$ cat config.mk
export PLATFORM = sky130hd
export DESIGN_NAME = control_sequencer_flat
export DESIGN_NICKNAME = d
export VERILOG_FILES = /design/src/rtl/minisrc_pkg.sv /design/src/rtl/control_sequencer_if.sv /design/src/rtl/control_sequencer_step_decode.sv /design/src/rtl/control_sequencer.sv /design/src/flat_wrapper.sv
export SDC_FILE = /design/constraint.sdc
export NUM_CORES = 1
export LEC_CHECK = 0
export ABC_AREA = 1
export CORE_MARGIN = 3
export CORE_UTILIZATION = 45
export CTS_BUF_LIST = sky130_fd_sc_hd__clkbuf_4 sky130_fd_sc_hd__clkbuf_8
export DETAILED_ROUTE_END_ITERATION = 8
export DONT_BUFFER_PORTS = 1
export PLACE_DENSITY = 0.66
export SYNTH_ARGS = -nofsm -noshare
export SYNTH_HDL_FRONTEND = slang
export SYNTH_SLANG_ARGS = --single-unit
export TNS_END_PERCENT = 1
$ cat constraint.sdc
create_clock -name clock -period 1.9 [get_ports clock]
set_input_delay 0.475 -clock clock [delete_from_list [all_inputs] [get_ports clock]]
set_output_delay 0.475 -clock clock [all_outputs]
set_load 0.05 [all_outputs]
$ cat src/rtl/minisrc_pkg.sv
// Shared definitions for the Mini SRC hardwired control unit:
// opcodes, step encoding, IR field positions and the strobe bundle.
package minisrc_pkg;

    // Opcode position inside the instruction register.
    localparam int OPC_MSB = 31;
    localparam int OPC_LSB = 27;

    typedef logic [OPC_MSB-OPC_LSB:0] opcode_t;

    localparam opcode_t OP_LD   = 5'b00000;
    localparam opcode_t OP_LDI  = 5'b00001;
    localparam opcode_t OP_ST   = 5'b00010;
    localparam opcode_t OP_ADD  = 5'b00011;
    localparam opcode_t OP_ROL  = 5'b01011;
    localparam opcode_t OP_ADDI = 5'b01100;
    localparam opcode_t OP_ORI  = 5'b01110;
    localparam opcode_t OP_MUL  = 5'b01111;
    localparam opcode_t OP_DIV  = 5'b10000;
    localparam opcode_t OP_NEG  = 5'b10001;
    localparam opcode_t OP_NOT  = 5'b10010;
    localparam opcode_t OP_BR   = 5'b10011;
    localparam opcode_t OP_JR   = 5'b10100;
    localparam opcode_t OP_MFHI = 5'b11000;
    localparam opcode_t OP_MFLO = 5'b11001;
    localparam opcode_t OP_NOP  = 5'b11010;
    localparam opcode_t OP_HALT = 5'b11011;

    // ALU code used for effective-address and branch-target arithmetic.
    localparam opcode_t ALU_ADD = 5'b00011;

    typedef enum logic [3:0] {
        S_RST, T0, T1, T2, T3, T4, T5, T6, T7, S_HALT
    } state_t;

    // Instructions grouped by the shape of their execute sequence.
    typedef enum logic [3:0] {
        CL_LD, CL_LDI, CL_ST, CL_RTYPE, CL_IMM, CL_MULDIV, CL_UNARY,
        CL_BR, CL_JR, CL_MFHI, CL_MFLO, CL_HALT, CL_NOP
    } op_class_t;

    typedef struct packed {
        logic    run;
        logic    PCout, MDRout, ZMuxOut, HIout, LOout, Cout, BAout, Rout;
        logic    PCin, IncPC, MARin, MDRin, IRin, Yin, HIin, LOin, Rin, CONin;
        logic    Gra, Grb, Grc;
        logic    read, write, RAMenable;
        logic    ALUin, ZMuxEnable, ZSelect;
        opcode_t aluControl;
    } ctrl_t;

    function automatic op_class_t classify(opcode_t op);
        if (op == OP_LD)                         return CL_LD;
        else if (op == OP_LDI)                   return CL_LDI;
        else if (op == OP_ST)                    return CL_ST;
        else if (op >= OP_ADD  && op <= OP_ROL)  return CL_RTYPE;
        else if (op >= OP_ADDI && op <= OP_ORI)  return CL_IMM;
        else if (op == OP_MUL  || op == OP_DIV)  return CL_MULDIV;
        else if (op == OP_NEG  || op == OP_NOT)  return CL_UNARY;
        else if (op == OP_BR)                    return CL_BR;
        else if (op == OP_JR)                    return CL_JR;
        else if (op == OP_MFHI)                  return CL_MFHI;
        else if (op == OP_MFLO)                  return CL_MFLO;
        else if (op == OP_HALT)                  return CL_HALT;
        else                                     return CL_NOP;
    endfunction

    // Final execute step of each class; the step after it is T0.
    function automatic state_t last_step(op_class_t cls);
        case (cls)
            CL_LD, CL_ST:               return T7;
            CL_LDI, CL_RTYPE, CL_IMM:   return T5;
            CL_MULDIV, CL_BR:           return T6;
            CL_UNARY:                   return T4;
            default:                    return T3;
        endcase
    endfunction

endpackage

$ cat src/rtl/control_sequencer_if.sv
// Control interface between the sequencer (master) and the datapath (slave).
interface control_sequencer_if;
    logic [31:0] ir;
    logic        con_ff;
    logic        run;
    logic        PCout, MDRout, ZMuxOut, HIout, LOout, Cout, BAout, Rout;
    logic        PCin, IncPC, MARin, MDRin, IRin, Yin, HIin, LOin, Rin, CONin;
    logic        Gra, Grb, Grc;
    logic        read, write, RAMenable;
    logic        ALUin, ZMuxEnable, ZSelect;
    logic [4:0]  aluControl;

    modport master (
        input  ir, con_ff,
        output run, PCout, MDRout, ZMuxOut, HIout, LOout, Cout, BAout, Rout,
               PCin, IncPC, MARin, MDRin, IRin, Yin, HIin, LOin, Rin, CONin,
               Gra, Grb, Grc, read, write, RAMenable,
               ALUin, ZMuxEnable, ZSelect, aluControl
    );

    modport slave (
        output ir, con_ff,
        input  run, PCout, MDRout, ZMuxOut, HIout, LOout, Cout, BAout, Rout,
               PCin, IncPC, MARin, MDRin, IRin, Yin, HIin, LOin, Rin, CONin,
               Gra, Grb, Grc, read, write, RAMenable,
               ALUin, ZMuxEnable, ZSelect, aluControl
    );
endinterface

$ cat src/rtl/control_sequencer_step_decode.sv
// Moore decode of (step, opcode, branch condition) into the strobe bundle.
module step_decode
    import minisrc_pkg::*;
(
    input  state_t  state,
    input  opcode_t op,
    input  logic    con_ff,
    output ctrl_t   ctrl
);
    op_class_t cls;
    assign cls = classify(op);

    // Strobes for the current step; fetch ignores the opcode.
    always_comb begin
        // NOTE: everything defaults first, so no branch can leave an output held (no latch).
        ctrl     = '0;
        ctrl.run = 1'b1;
        case (state)
            T0: begin ctrl.PCout = 1'b1; ctrl.MARin = 1'b1; ctrl.IncPC = 1'b1; end
            T1: begin ctrl.read = 1'b1; ctrl.RAMenable = 1'b1; ctrl.MDRin = 1'b1; end
            T2: begin ctrl.MDRout = 1'b1; ctrl.IRin = 1'b1; end
            T3: case (cls)
                CL_LD, CL_LDI, CL_ST: begin ctrl.Grb = 1'b1; ctrl.BAout = 1'b1; ctrl.Yin = 1'b1; end
                CL_RTYPE, CL_IMM:     begin ctrl.Grb = 1'b1; ctrl.Rout = 1'b1; ctrl.Yin = 1'b1; end
                CL_MULDIV:            begin ctrl.Gra = 1'b1; ctrl.Rout = 1'b1; ctrl.Yin = 1'b1; end
                CL_UNARY: begin
                    ctrl.Grb = 1'b1; ctrl.Rout = 1'b1; ctrl.ALUin = 1'b1; ctrl.aluControl = op;
                end
                CL_BR:   begin ctrl.Grb = 1'b1; ctrl.Rout = 1'b1; ctrl.CONin = 1'b1; end
                CL_JR:   begin ctrl.Gra = 1'b1; ctrl.Rout = 1'b1; ctrl.PCin = 1'b1; end
                CL_MFHI: begin ctrl.HIout = 1'b1; ctrl.Gra = 1'b1; ctrl.Rin = 1'b1; end
                CL_MFLO: begin ctrl.LOout = 1'b1; ctrl.Gra = 1'b1; ctrl.Rin = 1'b1; end
                default: ;
            endcase
            T4: case (cls)
                CL_LD, CL_LDI, CL_ST: begin ctrl.Cout = 1'b1; ctrl.ALUin = 1'b1; ctrl.aluControl = ALU_ADD; end
                CL_RTYPE: begin
                    ctrl.Grc = 1'b1; ctrl.Rout = 1'b1; ctrl.ALUin = 1'b1; ctrl.aluControl = op;
                end
                CL_IMM: begin ctrl.Cout = 1'b1; ctrl.ALUin = 1'b1; ctrl.aluControl = op; end
                CL_MULDIV: begin
                    ctrl.Grb = 1'b1; ctrl.Rout = 1'b1; ctrl.ALUin = 1'b1; ctrl.aluControl = op;
                end
                CL_UNARY: begin
                    ctrl.ZMuxEnable = 1'b1; ctrl.ZMuxOut = 1'b1; ctrl.Gra = 1'b1; ctrl.Rin = 1'b1;
                end
                CL_BR:   begin ctrl.PCout = 1'b1; ctrl.Yin = 1'b1; end
                default: ;
            endcase
            T5: case (cls)
                CL_LD, CL_ST: begin ctrl.ZMuxEnable = 1'b1; ctrl.ZMuxOut = 1'b1; ctrl.MARin = 1'b1; end
                CL_LDI, CL_RTYPE, CL_IMM: begin
                    ctrl.ZMuxEnable = 1'b1; ctrl.ZMuxOut = 1'b1; ctrl.Gra = 1'b1; ctrl.Rin = 1'b1;
                end
                CL_MULDIV: begin ctrl.ZMuxEnable = 1'b1; ctrl.ZMuxOut = 1'b1; ctrl.LOin = 1'b1; end
                CL_BR:     begin ctrl.Cout = 1'b1; ctrl.ALUin = 1'b1; ctrl.aluControl = ALU_ADD; end
                default: ;
            endcase
            T6: case (cls)
                CL_LD: begin ctrl.read = 1'b1; ctrl.RAMenable = 1'b1; ctrl.MDRin = 1'b1; end
                CL_ST: begin ctrl.Gra = 1'b1; ctrl.Rout = 1'b1; ctrl.MDRin = 1'b1; end
                CL_MULDIV: begin
                    ctrl.ZMuxEnable = 1'b1; ctrl.ZSelect = 1'b1; ctrl.ZMuxOut = 1'b1; ctrl.HIin = 1'b1;
                end
                CL_BR: begin ctrl.ZMuxEnable = 1'b1; ctrl.ZMuxOut = 1'b1; ctrl.PCin = con_ff; end
                default: ;
            endcase
            T7: case (cls)
                CL_LD:   begin ctrl.MDRout = 1'b1; ctrl.Gra = 1'b1; ctrl.Rin = 1'b1; end
                CL_ST:   begin ctrl.write = 1'b1; ctrl.RAMenable = 1'b1; end
                default: ;
            endcase
            S_HALT:  ctrl.run = 1'b0;
            default: ;
        endcase
    end
endmodule

$ cat src/rtl/control_sequencer.sv
// Mini SRC hardwired control unit: step register, next-step logic and
// the strobe decoder driving the datapath control interface.
module control_sequencer
    import minisrc_pkg::*;
#(
    parameter int OPC_W = 5,
    parameter int IR_W  = 32
) (
    input  logic                 clock,
    input  logic                 clear,
    control_sequencer_if.master  bus
);
    state_t    state_q, state_d;
    opcode_t   op;
    op_class_t cls;
    ctrl_t     ctrl;
    logic      ir_unused;

    assign op        = bus.ir[IR_W-1 -: OPC_W];
    assign cls       = classify(op);
    assign ir_unused = ^bus.ir[IR_W-OPC_W-1:0];

    // Step register; clear wins over every transition, even mid-instruction.
    always_ff @(posedge clock) begin
        // NOTE: <= so the register samples values from before the edge.
        if (clear) state_q <= S_RST;
        else       state_q <= state_d;
    end

    // Next step: fetch runs straight through, execute ends at the class's last step.
    always_comb begin
        state_d = state_q;
        case (state_q)
            S_RST:  state_d = T0;
            T0:     state_d = T1;
            T1:     state_d = T2;
            T2:     state_d = T3;
            T3, T4, T5, T6, T7: begin
                if (state_q == T3 && cls == CL_HALT) state_d = S_HALT;
                else if (state_q == last_step(cls))  state_d = T0;
                else                                 state_d = state_t'(state_q + 4'd1);
            end
            S_HALT:  state_d = S_HALT;
            default: state_d = S_RST;
        endcase
    end

    step_decode u_step_decode (
        .state  (state_q),
        .op     (op),
        .con_ff (bus.con_ff),
        .ctrl   (ctrl)
    );

    assign bus.run        = ctrl.run;
    assign bus.PCout      = ctrl.PCout;
    assign bus.MDRout     = ctrl.MDRout;
    assign bus.ZMuxOut    = ctrl.ZMuxOut;
    assign bus.HIout      = ctrl.HIout;
    assign bus.LOout      = ctrl.LOout;
    assign bus.Cout       = ctrl.Cout;
    assign bus.BAout      = ctrl.BAout;
    assign bus.Rout       = ctrl.Rout;
    assign bus.PCin       = ctrl.PCin;
    assign bus.IncPC      = ctrl.IncPC;
    assign bus.MARin      = ctrl.MARin;
    assign bus.MDRin      = ctrl.MDRin;
    assign bus.IRin       = ctrl.IRin;
    assign bus.Yin        = ctrl.Yin;
    assign bus.HIin       = ctrl.HIin;
    assign bus.LOin       = ctrl.LOin;
    assign bus.Rin        = ctrl.Rin;
    assign bus.CONin      = ctrl.CONin;
    assign bus.Gra        = ctrl.Gra;
    assign bus.Grb        = ctrl.Grb;
    assign bus.Grc        = ctrl.Grc;
    assign bus.read       = ctrl.read;
    assign bus.write      = ctrl.write;
    assign bus.RAMenable  = ctrl.RAMenable;
    assign bus.ALUin      = ctrl.ALUin;
    assign bus.ZMuxEnable = ctrl.ZMuxEnable;
    assign bus.ZSelect    = ctrl.ZSelect;
    assign bus.aluControl = ctrl.aluControl;
endmodule
$ cat src/flat_wrapper.sv
// flat-port wrapper written by rule: the top's interface ports become plain ports
module control_sequencer_flat import minisrc_pkg::*;
#(
    parameter int OPC_W = 5,
    parameter int IR_W  = 32
)
  (clock, clear, bus_ir, bus_con_ff, bus_run, bus_PCout, bus_MDRout, bus_ZMuxOut, bus_HIout, bus_LOout, bus_Cout, bus_BAout, bus_Rout, bus_PCin, bus_IncPC, bus_MARin, bus_MDRin, bus_IRin, bus_Yin, bus_HIin, bus_LOin, bus_Rin, bus_CONin, bus_Gra, bus_Grb, bus_Grc, bus_read, bus_write, bus_RAMenable, bus_ALUin, bus_ZMuxEnable, bus_ZSelect, bus_aluControl);
  control_sequencer_if bus_i ();
  input  logic clock;
  input  logic clear;
  input wire logic [$bits(bus_i.ir)-1:0] bus_ir;
  input wire logic [$bits(bus_i.con_ff)-1:0] bus_con_ff;
  output wire logic [$bits(bus_i.run)-1:0] bus_run;
  output wire logic [$bits(bus_i.PCout)-1:0] bus_PCout;
  output wire logic [$bits(bus_i.MDRout)-1:0] bus_MDRout;
  output wire logic [$bits(bus_i.ZMuxOut)-1:0] bus_ZMuxOut;
  output wire logic [$bits(bus_i.HIout)-1:0] bus_HIout;
  output wire logic [$bits(bus_i.LOout)-1:0] bus_LOout;
  output wire logic [$bits(bus_i.Cout)-1:0] bus_Cout;
  output wire logic [$bits(bus_i.BAout)-1:0] bus_BAout;
  output wire logic [$bits(bus_i.Rout)-1:0] bus_Rout;
  output wire logic [$bits(bus_i.PCin)-1:0] bus_PCin;
  output wire logic [$bits(bus_i.IncPC)-1:0] bus_IncPC;
  output wire logic [$bits(bus_i.MARin)-1:0] bus_MARin;
  output wire logic [$bits(bus_i.MDRin)-1:0] bus_MDRin;
  output wire logic [$bits(bus_i.IRin)-1:0] bus_IRin;
  output wire logic [$bits(bus_i.Yin)-1:0] bus_Yin;
  output wire logic [$bits(bus_i.HIin)-1:0] bus_HIin;
  output wire logic [$bits(bus_i.LOin)-1:0] bus_LOin;
  output wire logic [$bits(bus_i.Rin)-1:0] bus_Rin;
  output wire logic [$bits(bus_i.CONin)-1:0] bus_CONin;
  output wire logic [$bits(bus_i.Gra)-1:0] bus_Gra;
  output wire logic [$bits(bus_i.Grb)-1:0] bus_Grb;
  output wire logic [$bits(bus_i.Grc)-1:0] bus_Grc;
  output wire logic [$bits(bus_i.read)-1:0] bus_read;
  output wire logic [$bits(bus_i.write)-1:0] bus_write;
  output wire logic [$bits(bus_i.RAMenable)-1:0] bus_RAMenable;
  output wire logic [$bits(bus_i.ALUin)-1:0] bus_ALUin;
  output wire logic [$bits(bus_i.ZMuxEnable)-1:0] bus_ZMuxEnable;
  output wire logic [$bits(bus_i.ZSelect)-1:0] bus_ZSelect;
  output wire logic [$bits(bus_i.aluControl)-1:0] bus_aluControl;
  assign bus_i.ir = bus_ir;
  assign bus_i.con_ff = bus_con_ff;
  assign bus_run = bus_i.run;
  assign bus_PCout = bus_i.PCout;
  assign bus_MDRout = bus_i.MDRout;
  assign bus_ZMuxOut = bus_i.ZMuxOut;
  assign bus_HIout = bus_i.HIout;
  assign bus_LOout = bus_i.LOout;
  assign bus_Cout = bus_i.Cout;
  assign bus_BAout = bus_i.BAout;
  assign bus_Rout = bus_i.Rout;
  assign bus_PCin = bus_i.PCin;
  assign bus_IncPC = bus_i.IncPC;
  assign bus_MARin = bus_i.MARin;
  assign bus_MDRin = bus_i.MDRin;
  assign bus_IRin = bus_i.IRin;
  assign bus_Yin = bus_i.Yin;
  assign bus_HIin = bus_i.HIin;
  assign bus_LOin = bus_i.LOin;
  assign bus_Rin = bus_i.Rin;
  assign bus_CONin = bus_i.CONin;
  assign bus_Gra = bus_i.Gra;
  assign bus_Grb = bus_i.Grb;
  assign bus_Grc = bus_i.Grc;
  assign bus_read = bus_i.read;
  assign bus_write = bus_i.write;
  assign bus_RAMenable = bus_i.RAMenable;
  assign bus_ALUin = bus_i.ALUin;
  assign bus_ZMuxEnable = bus_i.ZMuxEnable;
  assign bus_ZSelect = bus_i.ZSelect;
  assign bus_aluControl = bus_i.aluControl;
  control_sequencer #(.OPC_W(OPC_W), .IR_W(IR_W)) u_core (.clock(clock), .clear(clear), .bus(bus_i));
endmodule
==> flow_summary_export.csv, run 1 <==
group,metric,value,unit
outcome,outcome,"stopped before the end",
outcome,haltStage,"clock tree synthesis (4_1_cts)",
outcome,error_line,"[ERROR DPL-0038] Utilization greater than 100%, impossible to legalize",
floorplan,dieHeight,52.1,microns
synth,synth-edff-count,0,
clock_network,numCtsBuffers,3,
synth,yosysWarnings,0,
place,hpwlAfterDp,3410,microns
place,place_inst,278,
synth,yosys.cell_types.count,32,
clock_network,cts.path.max_buffers,2,
synth,yosysTopAreaCellShare,0.142,
synth,async_flop_share,0,
synth,syn_nets,214,
synth,synth-seq-cells,4,
synth,yosysSeqAreaShare,0.0839,
synth,synthTopCellsByArea,"nand2_1, nor2_1, inv_1",
clock_network,htree_levels,1,
floorplan,start_util,0.482,
floorplan,die_w,52.1,microns
synth,syn_area_per_cell,5.46,sq um
clock_network,root_buffer,"clkbuf_4",
clock_network,cts_setup_buffers,9,
place,portBuffers,0,
synth,synth_flop_cell,"dfxtp_1",
synth,yosys.area.top_type,"nand2_1",
synth,postSynthCellCount,175,
place,gp_congestion,0.960,
clock_network,cts-resized-gates,85,
clock_network,ctsHoldBuffers,0,
clock_network,clock_sinks,4,
synth,syn_area,955,sq um
floorplan,io_pins,68,
floorplan,rows,16,
[cell usage after synthesis, types with 3 or more instances]
cell,instances
a21oi_1,5
buf_4,3
dfxtp_1,4
ha_1,4
inv_1,24
inv_2,5
nand2_1,36
nand2_2,3
nand3_1,11
nand3_2,3
nand4_1,5
nor2_1,31
nor2_2,3
nor3_1,6
o21ai_0,10
[per-stage QoR]
step / area, sq um / hold WS, ns / worst slack [ns] / util
floorplan: 1000 / 0.537 / -0.863 / -
global placement: 1700 / 0.538 / -0.239 / 0.855
detailed placement: 1700 / 0.540 / -0.318 / 0.855
[logic make-up after synthesis]
group / Yosys count / synth area share
simple gates: 103 / 0.505
buf+inv: 33 / 0.144
compound gates: 29 / 0.197
fa+ha+maj: 4 / 0.0524
flops: 4 / 0.0839
xor+xnor: 2 / 0.0184
==> run 2, diff against run 1 <==
CORE_AREA = 3 3 64 66   (was unset)
CORE_MARGIN = unset   (was 3)
CORE_UTILIZATION = unset   (was 45)
CTS_BUF_LIST = unset   (was sky130_fd_sc_hd__clkbuf_4 sky130_fd_sc_hd__clkbuf_8)
DIE_AREA = 0 0 67 69   (was unset)
PLACE_DENSITY = unset   (was 0.66)
PLACE_DENSITY_LB_ADDON = 0.15   (was unset)
clock period = 2.47 ns   (was 1.9 ns; I/O delays follow)
==> flow_summary_export.csv, run 2 <==
group,metric,value,unit
global_routing,grt_pass1_wl,5580,microns
drt,first_pass_iters,5,
clock_network,ctsHoldBuffers,0,
final_layout,design_area,1600,sq um
clock_network,cts.path.max_buffers,2,
floorplan,io_pins,68,
synth,yosysSeqAreaShare,0.0839,
final_layout,layout_common_cells,"nand2_1, buf_4, nor2_1",
final_layout,fillCellCount,412,
final_layout,final_common_cell,"nand2_1",
final_layout,synthToLayoutAreaGrowth,68.0,%
sta,max_slew_margin,0.651,
floorplan,die_w,67,microns
final_layout,instances_no_fill,265,
clock_network,clkLatencyLatePin,0.21,ns
synth,yosys.area.top_type,"nand2_1",
final_layout,nets,258,
critical_path,endpoint_kind,"output port",
critical_path,path_class,"primary input to output port",
synth,synth-seq-cells,4,
clock_network,path_clk_slew,0.03,ns
final_layout,reg_top3,"u_core.state_q: 4 flops",
drt,via_count,1318,
worst_hold_path,worstHoldStart,"clear",
critical_path,ff2ff_setup_slack,0.88,ns
synth,synth-edff-count,0,
sta,worst_slew_pin_slew,0.522,ns
final_layout,regMostFlops,"u_core.state_q",
synth,yosys.cell_types.count,32,
synth,syn_area,955,sq um
clock_network,clock_sinks,4,
worst_hold_path,min_to,"u_core.state_q[0]",
floorplan,rows,22,
sta,final_hold_viol_count,0,
global_routing,antenna_found_initial,0,
synth,postSynthCellCount,175,
global_routing,grt_max_degree,11,
worst_hold_path,min_path_cells,1,
final_layout,finish.utilization,0.441,
drt,drt_iter0_drc,78,
global_routing,track_usage,0.146,
synth,yosysWarnings,0,
critical_path,crit_fanout,7,
global_routing,grt_pass1_vias,1223,
power,leakage,0.000741,uW
critical_path,critical_path_arrival,1.83,ns
drt,route.met2.wl,1660,microns
drt,drc_errors,0,
sta,tns,0,ns
sta,fin_crit,2.45,ns
sta,finalMaxSlewViolations,0,
final_layout,largest_reg_flops,4,
clock_network,cts_tree,"built",
floorplan,core,3630,sq um
sta,fin_skew,0.00143,ns
critical_path,cp.required,1.85,ns
power,ir_drop,0.322,mV
drt,route.met3.wl,243,microns
drt,top_layer,"met4",
place,hpwlAfterDp,2880,microns
synth,syn_area_per_cell,5.46,sq um
place,portBuffers,0,
synth,syn_nets,214,
critical_path,reg2reg_depth,9,
critical_path,reg2reg_from,"u_core.state_q[0]",
critical_path,r2r_end,"u_core.state_q[1]",
final_layout,antenna_cells,0,
synth,synthTopCellsByArea,"nand2_1, nor2_1, inv_1",
power,p_per_area,461,nW/um^2
synth,synth_flop_cell,"dfxtp_1",
drt,wl_met1,1580,microns
sta,finalSetupViolCount,0,
sta,layout_worst_path_cycle_share,0.993,
drt,drt-total-wl,3560,microns
critical_path,critPathLaunchType,"primary input",
clock_network,root_buffer,"clkbuf_8",
place,gp_congestion,0.898,
global_routing,grt-ovfl-total,0,
place,postPlaceCellArea,1430,sq um
clock_network,htree_levels,1,
final_layout,drive_above_1_share,0.470,
synth,yosysTopAreaCellShare,0.142,
drt,antenna_left,0,
clock_network,numCtsBuffers,3,
place,place_inst,260,
power,power,740,uW
job,cap_viol_max_count,0,
synth,ys_top_cells_by_count,"nand2_1, nor2_1, inv_1",
drt,viasPerCell,4.97,
outcome,outcome,"finished, final reports clean",
synth,yosysMostFrequentCell,"nand2_1",
drt,routedWlPerCell,13.4,microns
sta,rsz0062_at_grt,"true",
floorplan,die_area,4620,sq um
sta,max_freq,0.408,GHz
worst_hold_path,hp-class,"primary input to register",
synth,async_flop_share,0,
floorplan,start_util,0.263,
floorplan,dieHeight,69,microns
run 2: cell counts after synthesis:
Identical to the previous run, type by type.
run 2: logic make-up after synthesis:
family | Yosys count | share of synthesized area
buffers and inverters | 33 | 0.144
flip-flops | 4 | 0.0839
AO/OA/AOI/OAI | 29 | 0.197
XOR/XNOR | 2 | 0.0184
adder cells (fa/ha/maj) | 4 | 0.0524
AND/OR/NAND/NOR | 103 | 0.505
run 2: worst max-delay path, stage by stage:
cell and delay [ns]:
nor2_4 0.21, inv_2 0.10, nor2_1 0.12, nand2_1 0.08, inv_2 0.06, nor2_2 0.03, inv_2 0.06, nor2_2 0.04
o211ai_1 0.26, buf_4 0.26
run 2: layout make-up:
class | count | area (sq um) | share of cell area
multi-input cells | 138 | 882 | 0.550
flip-flops and latches | 4 | 86.3 | 0.0538
clock buffers | 3 | 41.3 | 0.0257
well taps | 48 | 60.1 | 0.0374
inverters | 30 | 120 | 0.0749
repair buffers | 42 | 414 | 0.258
run 2: report_power, final:
group / internal, uW / switching, uW / total, uW
sequential: 81.4 / 23.2 / 105
combinational: 184 / 320 / 504
clock: 103 / 27.8 / 131
run 2: what timing repair did:
action,CTS,global route
gates cloned,0,0
setup endpoints to repair,13,15
setup buffers,0,2
pin swaps,1,11
resized for setup,7,30
run 2: per-layer routing:
| layer | global-route usage | vias to the layer above |
|---|---|---|
| li1 | - | 664 |
| met1 | 0.201 | 599 |
| met2 | 0.231 | 45 |
| met3 | 0.0261 | 10 |
| met4 | 0.0315 | 0 |
| met5 | 0 | - |
run 2: worst max path at each step:
stage	endpoint	slack, ns	depth (start not counted)	start
2_1_floorplan	bus_ZMuxOut	-0.58	9	bus_ir[31]
3_3_place_gp	bus_Rout	0.02	7	bus_ir[30]
3_5_place_dp	bus_Rout	-0.04	7	bus_ir[30]
4_1_cts	bus_Rout	-0.03	8	u_core.state_q[0]
5_1_grt	bus_ZMuxEnable	-0.07	10	bus_ir[29]
6_report	bus_ZMuxEnable	0.02	10	bus_ir[29]
run 2: per-stage QoR:
step           setup slack (ns)  hold slack, ns
2_1_floorplan            -0.578           0.586
3_3_place_gp             0.0159           0.661
3_5_place_dp            -0.0419           0.665
4_1_cts                 -0.0299           0.460
5_1_grt                 -0.0672           0.454
6_report                 0.0183           0.464
No activity file was read; power rests on OpenSTA's default activity.
